## src/rtl/pipe_ctrl.sv

```systemverilog
// Hazard and sequencing controller for a three-stage-register pipeline.
// Drives per-register enable/flush controls for PC, IF/ID, ID/EX and EX/WB.
// Handles taken branches, load-use hazards, multi-cycle multiplies and external
// halt requests. Also keeps a saturating stall-cycle counter for debug.
module pipe_ctrl #(
  parameter int unsigned MUL_CYCLES = 4,  // total EX residency of a multiply, 2..15
  parameter int unsigned RA_W       = 3   // register-address width
) (
  input  logic            clk,
  input  logic            rst,
  input  logic [RA_W-1:0] id_rs1_i,
  input  logic [RA_W-1:0] id_rs2_i,
  input  logic            id_uses_rs1_i,
  input  logic            id_uses_rs2_i,
  input  logic [RA_W-1:0] ex_rd_i,
  input  logic            ex_is_load_i,
  input  logic            ex_is_mul_i,
  input  logic            ex_taken_i,
  input  logic            halt_req_i,
  output logic            pc_en_o,
  output logic            ifid_en_o,
  output logic            idex_en_o,
  output logic            exwb_en_o,
  output logic            ifid_flush_o,
  output logic            idex_flush_o,
  output logic            exwb_flush_o,
  output logic            mul_busy_o,
  output logic            halted_o,
  output logic [7:0]      stall_cnt_o
);

  typedef enum logic [1:0] {
    S_RUN     = 2'd0,
    S_MULWAIT = 2'd1,
    S_HALT    = 2'd2
  } state_e;

  // Bundle of all per-cycle pipeline controls, so each situation is one constant.
  typedef struct packed {
    logic pc_en;
    logic ifid_en;
    logic idex_en;
    logic exwb_en;
    logic ifid_flush;
    logic idex_flush;
    logic exwb_flush;
    logic mul_busy;
    logic halted;
  } ctrl_t;

  // Every register loads, no bubbles.
  localparam ctrl_t CTRL_ADVANCE = '{pc_en: 1'b1, ifid_en: 1'b1, idex_en: 1'b1, exwb_en: 1'b1,
                                     ifid_flush: 1'b0, idex_flush: 1'b0, exwb_flush: 1'b0,
                                     mul_busy: 1'b0, halted: 1'b0};
  // Taken branch: advance, and squash the two wrong-path instructions behind it.
  localparam ctrl_t CTRL_BRANCH  = '{pc_en: 1'b1, ifid_en: 1'b1, idex_en: 1'b1, exwb_en: 1'b1,
                                     ifid_flush: 1'b1, idex_flush: 1'b1, exwb_flush: 1'b0,
                                     mul_busy: 1'b0, halted: 1'b0};
  // Multiply holding EX: front end frozen, WB receives a bubble each cycle.
  localparam ctrl_t CTRL_MUL     = '{pc_en: 1'b0, ifid_en: 1'b0, idex_en: 1'b0, exwb_en: 1'b1,
                                     ifid_flush: 1'b0, idex_flush: 1'b0, exwb_flush: 1'b1,
                                     mul_busy: 1'b1, halted: 1'b0};
  // Load-use: hold PC and IF/ID, bubble into ID/EX, let the load move on to WB.
  localparam ctrl_t CTRL_LDUSE   = '{pc_en: 1'b0, ifid_en: 1'b0, idex_en: 1'b1, exwb_en: 1'b1,
                                     ifid_flush: 1'b0, idex_flush: 1'b1, exwb_flush: 1'b0,
                                     mul_busy: 1'b0, halted: 1'b0};
  // Halted: everything frozen in place.
  localparam ctrl_t CTRL_HALT    = '{pc_en: 1'b0, ifid_en: 1'b0, idex_en: 1'b0, exwb_en: 1'b0,
                                     ifid_flush: 1'b0, idex_flush: 1'b0, exwb_flush: 1'b0,
                                     mul_busy: 1'b0, halted: 1'b1};
  // In reset: nothing loads, every register is forced to a bubble.
  localparam ctrl_t CTRL_RESET   = '{pc_en: 1'b0, ifid_en: 1'b0, idex_en: 1'b0, exwb_en: 1'b0,
                                     ifid_flush: 1'b1, idex_flush: 1'b1, exwb_flush: 1'b1,
                                     mul_busy: 1'b0, halted: 1'b0};

  // Remaining-cycle count loaded when a multiply is first seen in RUN.
  localparam logic [3:0] MCNT_INIT = 4'(MUL_CYCLES - 1);

  state_e     state_q, state_d;
  logic [3:0] mcnt_q, mcnt_d;
  logic [7:0] stall_cnt_q, stall_cnt_d;
  ctrl_t      ctrl;
  logic       load_use;

  // Load-use hazard: the load in EX writes a register that ID is about to read.
  // x0 is hardwired, so a load targeting it never creates a dependency.
  assign load_use = ex_is_load_i && (ex_rd_i != '0) &&
                    ((id_uses_rs1_i && (id_rs1_i == ex_rd_i)) ||
                     (id_uses_rs2_i && (id_rs2_i == ex_rd_i)));

  // Next-state and control outputs, decoded from state, mcnt and hazard inputs.
  always_comb begin
    // NOTE: every signal gets a default before any branch, so no path leaves a
    // value unassigned and no latch is inferred.
    state_d = state_q;
    mcnt_d  = mcnt_q;
    ctrl    = CTRL_ADVANCE;
    if (rst) begin
      ctrl = CTRL_RESET;
    end else begin
      unique case (state_q)
        S_RUN: begin
          if (ex_taken_i) begin
            ctrl = CTRL_BRANCH;
          end else if (ex_is_mul_i) begin
            ctrl    = CTRL_MUL;
            state_d = S_MULWAIT;
            mcnt_d  = MCNT_INIT;
          end else if (load_use) begin
            ctrl = CTRL_LDUSE;
          end else if (halt_req_i) begin
            ctrl    = CTRL_ADVANCE;
            state_d = S_HALT;
          end else begin
            ctrl = CTRL_ADVANCE;
          end
        end
        S_MULWAIT: begin
          // Branch, load-use and halt cannot apply while the multiply owns EX.
          if (mcnt_q > 4'd1) begin
            ctrl   = CTRL_MUL;
            mcnt_d = mcnt_q - 4'd1;
          end else begin
            ctrl    = CTRL_ADVANCE;
            state_d = S_RUN;
            mcnt_d  = 4'd0;
          end
        end
        S_HALT: begin
          // The release cycle is still frozen; advance resumes the cycle after.
          ctrl = CTRL_HALT;
          if (!halt_req_i) state_d = S_RUN;
        end
        default: begin
          ctrl    = CTRL_RESET;
          state_d = S_RUN;
          mcnt_d  = 4'd0;
        end
      endcase
    end
  end

  // Stall counter advances on frozen-PC cycles outside HALT and saturates at 255.
  always_comb begin
    stall_cnt_d = stall_cnt_q;
    if (!rst && !ctrl.pc_en && (state_q != S_HALT) && (stall_cnt_q != 8'hFF)) begin
      stall_cnt_d = stall_cnt_q + 8'd1;
    end
  end

  // State, multiply countdown and stall counter registers.
  always_ff @(posedge clk or posedge rst) begin
    // NOTE: sequential state uses non-blocking assignments so every register
    // samples pre-edge values regardless of statement order.
    if (rst) begin
      state_q     <= S_RUN;
      mcnt_q      <= 4'd0;
      stall_cnt_q <= 8'd0;
    end else begin
      state_q     <= state_d;
      mcnt_q      <= mcnt_d;
      stall_cnt_q <= stall_cnt_d;
    end
  end

  assign pc_en_o      = ctrl.pc_en;
  assign ifid_en_o    = ctrl.ifid_en;
  assign idex_en_o    = ctrl.idex_en;
  assign exwb_en_o    = ctrl.exwb_en;
  assign ifid_flush_o = ctrl.ifid_flush;
  assign idex_flush_o = ctrl.idex_flush;
  assign exwb_flush_o = ctrl.exwb_flush;
  assign mul_busy_o   = ctrl.mul_busy;
  assign halted_o     = ctrl.halted;
  assign stall_cnt_o  = stall_cnt_q;

endmodule

```

## config.mk

```make
export PLATFORM = sky130hd
export DESIGN_NAME = pipe_ctrl
export DESIGN_NICKNAME = d
export VERILOG_FILES = /design/src/rtl/pipe_ctrl.sv
export SDC_FILE = /design/constraint.sdc
export NUM_CORES = 1
export LEC_CHECK = 0
export ABC_AREA = 0
export CAP_MARGIN = 20
export CORE_ASPECT_RATIO = 1.2
export CORE_MARGIN = 8
export CORE_UTILIZATION = 40
export DETAILED_ROUTE_END_ITERATION = 8
export PLACE_DENSITY_LB_ADDON = 0.12
export REMOVE_ABC_BUFFERS = 1
export SKIP_CTS_REPAIR_TIMING = 1
export SLEW_MARGIN = 20
export SYNTH_ARGS = -nofsm -noshare
export SYNTH_HDL_FRONTEND = slang
export SYNTH_SLANG_ARGS = --single-unit
```

## constraint.sdc

```tcl
create_clock -name clk -period 2.6 [get_ports clk]
set_input_delay 0.26 -clock clk [delete_from_list [all_inputs] [get_ports clk]]
set_output_delay 0.26 -clock clk [all_outputs]
set_load 0.005 [all_outputs]
```

==> metrics.cfg <==
[status]
status=completed

[critical_path]
end_kind=output port
critPathArrivalTime_ns=2.22
slowest_delay_ns=0.45
crit_family=buffers and inverters
crit_required_ns=2.34
r2r_start=mcnt_q[0]
critical_path_class=reg2out
worstSetupEndpoint=ifid_en_o
crit_buf_inv=2
path_depth=7
cp_cell_sequence=inv_1 > ha_1 > or2_1 > a32oi_2 > o21ai_0 > and2_1 > clkdlybuf4s50_1
crit_start=mcnt_q[0]
reg2reg_to=stall_cnt_o[1]
r2r_setup_slack_ns=0.39
startpoint_type=flop
r2r_cells=7
path_max_fanout=4
crit_path_top_delay_cell=clkdlybuf4s50_1

[finish]
fin_cells=182
fin_nets=175
synthToLayoutAreaGrowth_pct=41.18
stdcell_area_um2=1441
drive_above_1_share_pct=9.396
antenna-diode-count=0

[clock_tree]
clk_path_buf_depth=2
cts_made_buffers=3
cts_tree=done
cts-root-buf=clkbuf_4
clkSinkCount=14
cts.htree.levels=1
clock_latency_ns=0.28
clk_pin_slew_ns=0.09

[grt]
grt_first_pass_wirelength_um=4319
antenna_found_initial=0
grt_overflow_total=0
grt_pass1_vias=962
grt_max_degree=15
grt_usage_pct=11.71

[pwr]
total_power_mw=1.274
p_leak_nw=0.6494
p_per_area_nw_per_um2=883.8
peakVddDrop_v=0.0005615

[job]
drv_cap=0

[synth]
netlist_instances=114
ys_types=34
yosysWarnings=0
ys.flop_type=dfrtp_1
syn-cell-area_um2=1021
synth_edf_count=0
synth_seq_cells=14
synth-async-reset-ratio_pct=100.0
seq_area_frac_synth_pct=34.31
syn_avg_cell_area_um2=8.956

[min_path]
hp-start=stall_cnt_o[6]
hp-class=reg2reg
hold_path_depth=1

[drt]
finalWirelength_um=2641
vias=943
drtAntennaViolNets=0
drtIter0Drc=22
drc=0
wl_per_cell_um=14.51
via_per_inst=5.181
dr.pass1.iters=4

[floorplan]
die_area_um2=4432
io_pins=34
start_util_pct=41.21
die_y_um=71.35
rows=20
core_area_um2=2477
fp.dieW_um=62.12

[timing]
period_needed_ns=2.485
relSlewSlack_pct=72.35
slew_violations=0
finalSetupViolCount=0
period_share_pct=95.56
fmax_mhz=402.5
skew_ns=0.0005197
tightest_slew_ns=0.4147
hold_viol=0
setup_tns_ns=0

[place]
port_buffers=33
dpl.hpwl_um=2075
gp_congestion=0.8979
place_inst=178
placed_area_um2=1378

-- layer usage --
metal / up-vias / track usage, % / wire length (um) / part of all wire (%)
met5: - / 0 / 0 / 0
met4: 0 / 3.896 / 32 / 1.2
met3: 4 / 3.432 / 155 / 5.9
met2: 30 / 20.51 / 1235 / 47
met1: 440 / 13.22 / 1217 / 46
li1: 469 / - / - / -
-- Yosys cell counts, types with 2 or more instances --
library cell   n  area share [%]
inv_1          8             2.9
xnor2_1        7             6.0
a32o_1         2             2.0
xor2_1         6             5.1
nand2_1       10             3.7
o21ai_0        9             4.4
nor2b_1        2             1.2
nor2_1        10             3.7
nand3_1        4             2.0
dfrtp_1       14              34
a21oi_1        8             3.9
nor3_1         2            0.98
ha_1           8             9.8
nand4_1        3             1.8
nor3_4         2             3.2
-- cells in the final DEF, fill, tap and decap left out, types with 2 or more instances in the layout --
cell type         n
nand4_1           3
o21ai_0           9
nand2_1          10
clkbuf_4          3
a32o_1            2
xor2_1            6
nor2_1           10
a21oi_1           7
clkdlybuf4s50_1  32
inv_1             8
nor2b_1           2
dfrtp_1          14
nor3_4            2
xnor2_1           7
ha_1              7
nand3_1           4
nor3_2            2
-- state kept, by name, indices dropped and copies added, names as in the netlist --
register     count
stall_cnt_o      8
mcnt_q           4
state_q          2
-- cell families after synthesis --
logic type	count (synthesis)	share of synthesized area, %
adders and majority gates	8	9.804
muxes	1	1.470
xor gates and xnor gates	13	11.15
and+or+nand+nor	40	21.57
AOI/OAI and AO/OA	27	16.55
DFF	14	34.31
buffers and inverters	11	5.147
-- how the worst min path moves through the flow --
stage	to	slack, ns
floorplan	mcnt_q[0]	0.16
global placement	stall_cnt_o[6]	0.49
detailed placement	stall_cnt_o[7]	0.49
CTS	stall_cnt_o[1]	0.51
global route	stall_cnt_o[7]	0.52
finish	stall_cnt_o[6]	0.51
-- power breakdown --
group | internal (mW) | switching (mW)
logic | 0.369 | 0.353
clock network | 0.0851 | 0.0726
registers | 0.297 | 0.0964
-- area by class of cell --
cell class / instances / area (um2)
inverter: 8 / 30.03
fill: 223 / 1036
tap: 33 / 41.29
timing repair buffer: 34 / 340.3
sequential: 14 / 350.3
multi-input combinational: 89 / 643.1
clock buffer: 4 / 36.28
-- per-stage QoR --
| step | worst slack (ns) | utilization (%) | hold WS [ns] |
|---|---|---|---|
| 2_1_floorplan | 0.5539 | - | 0.1574 |
| 3_3_place_gp | 0.1792 | 55.61 | 0.4936 |
| 3_5_place_dp | 0.1060 | 55.61 | 0.4912 |
| 4_1_cts | 0.03464 | 57.07 | 0.5080 |
| 5_1_grt | -0.01111 | 58.18 | 0.5189 |
| 6_report | 0.1155 | 58.18 | 0.5065 |
Note: power is estimated with default switching activity, not from simulation.
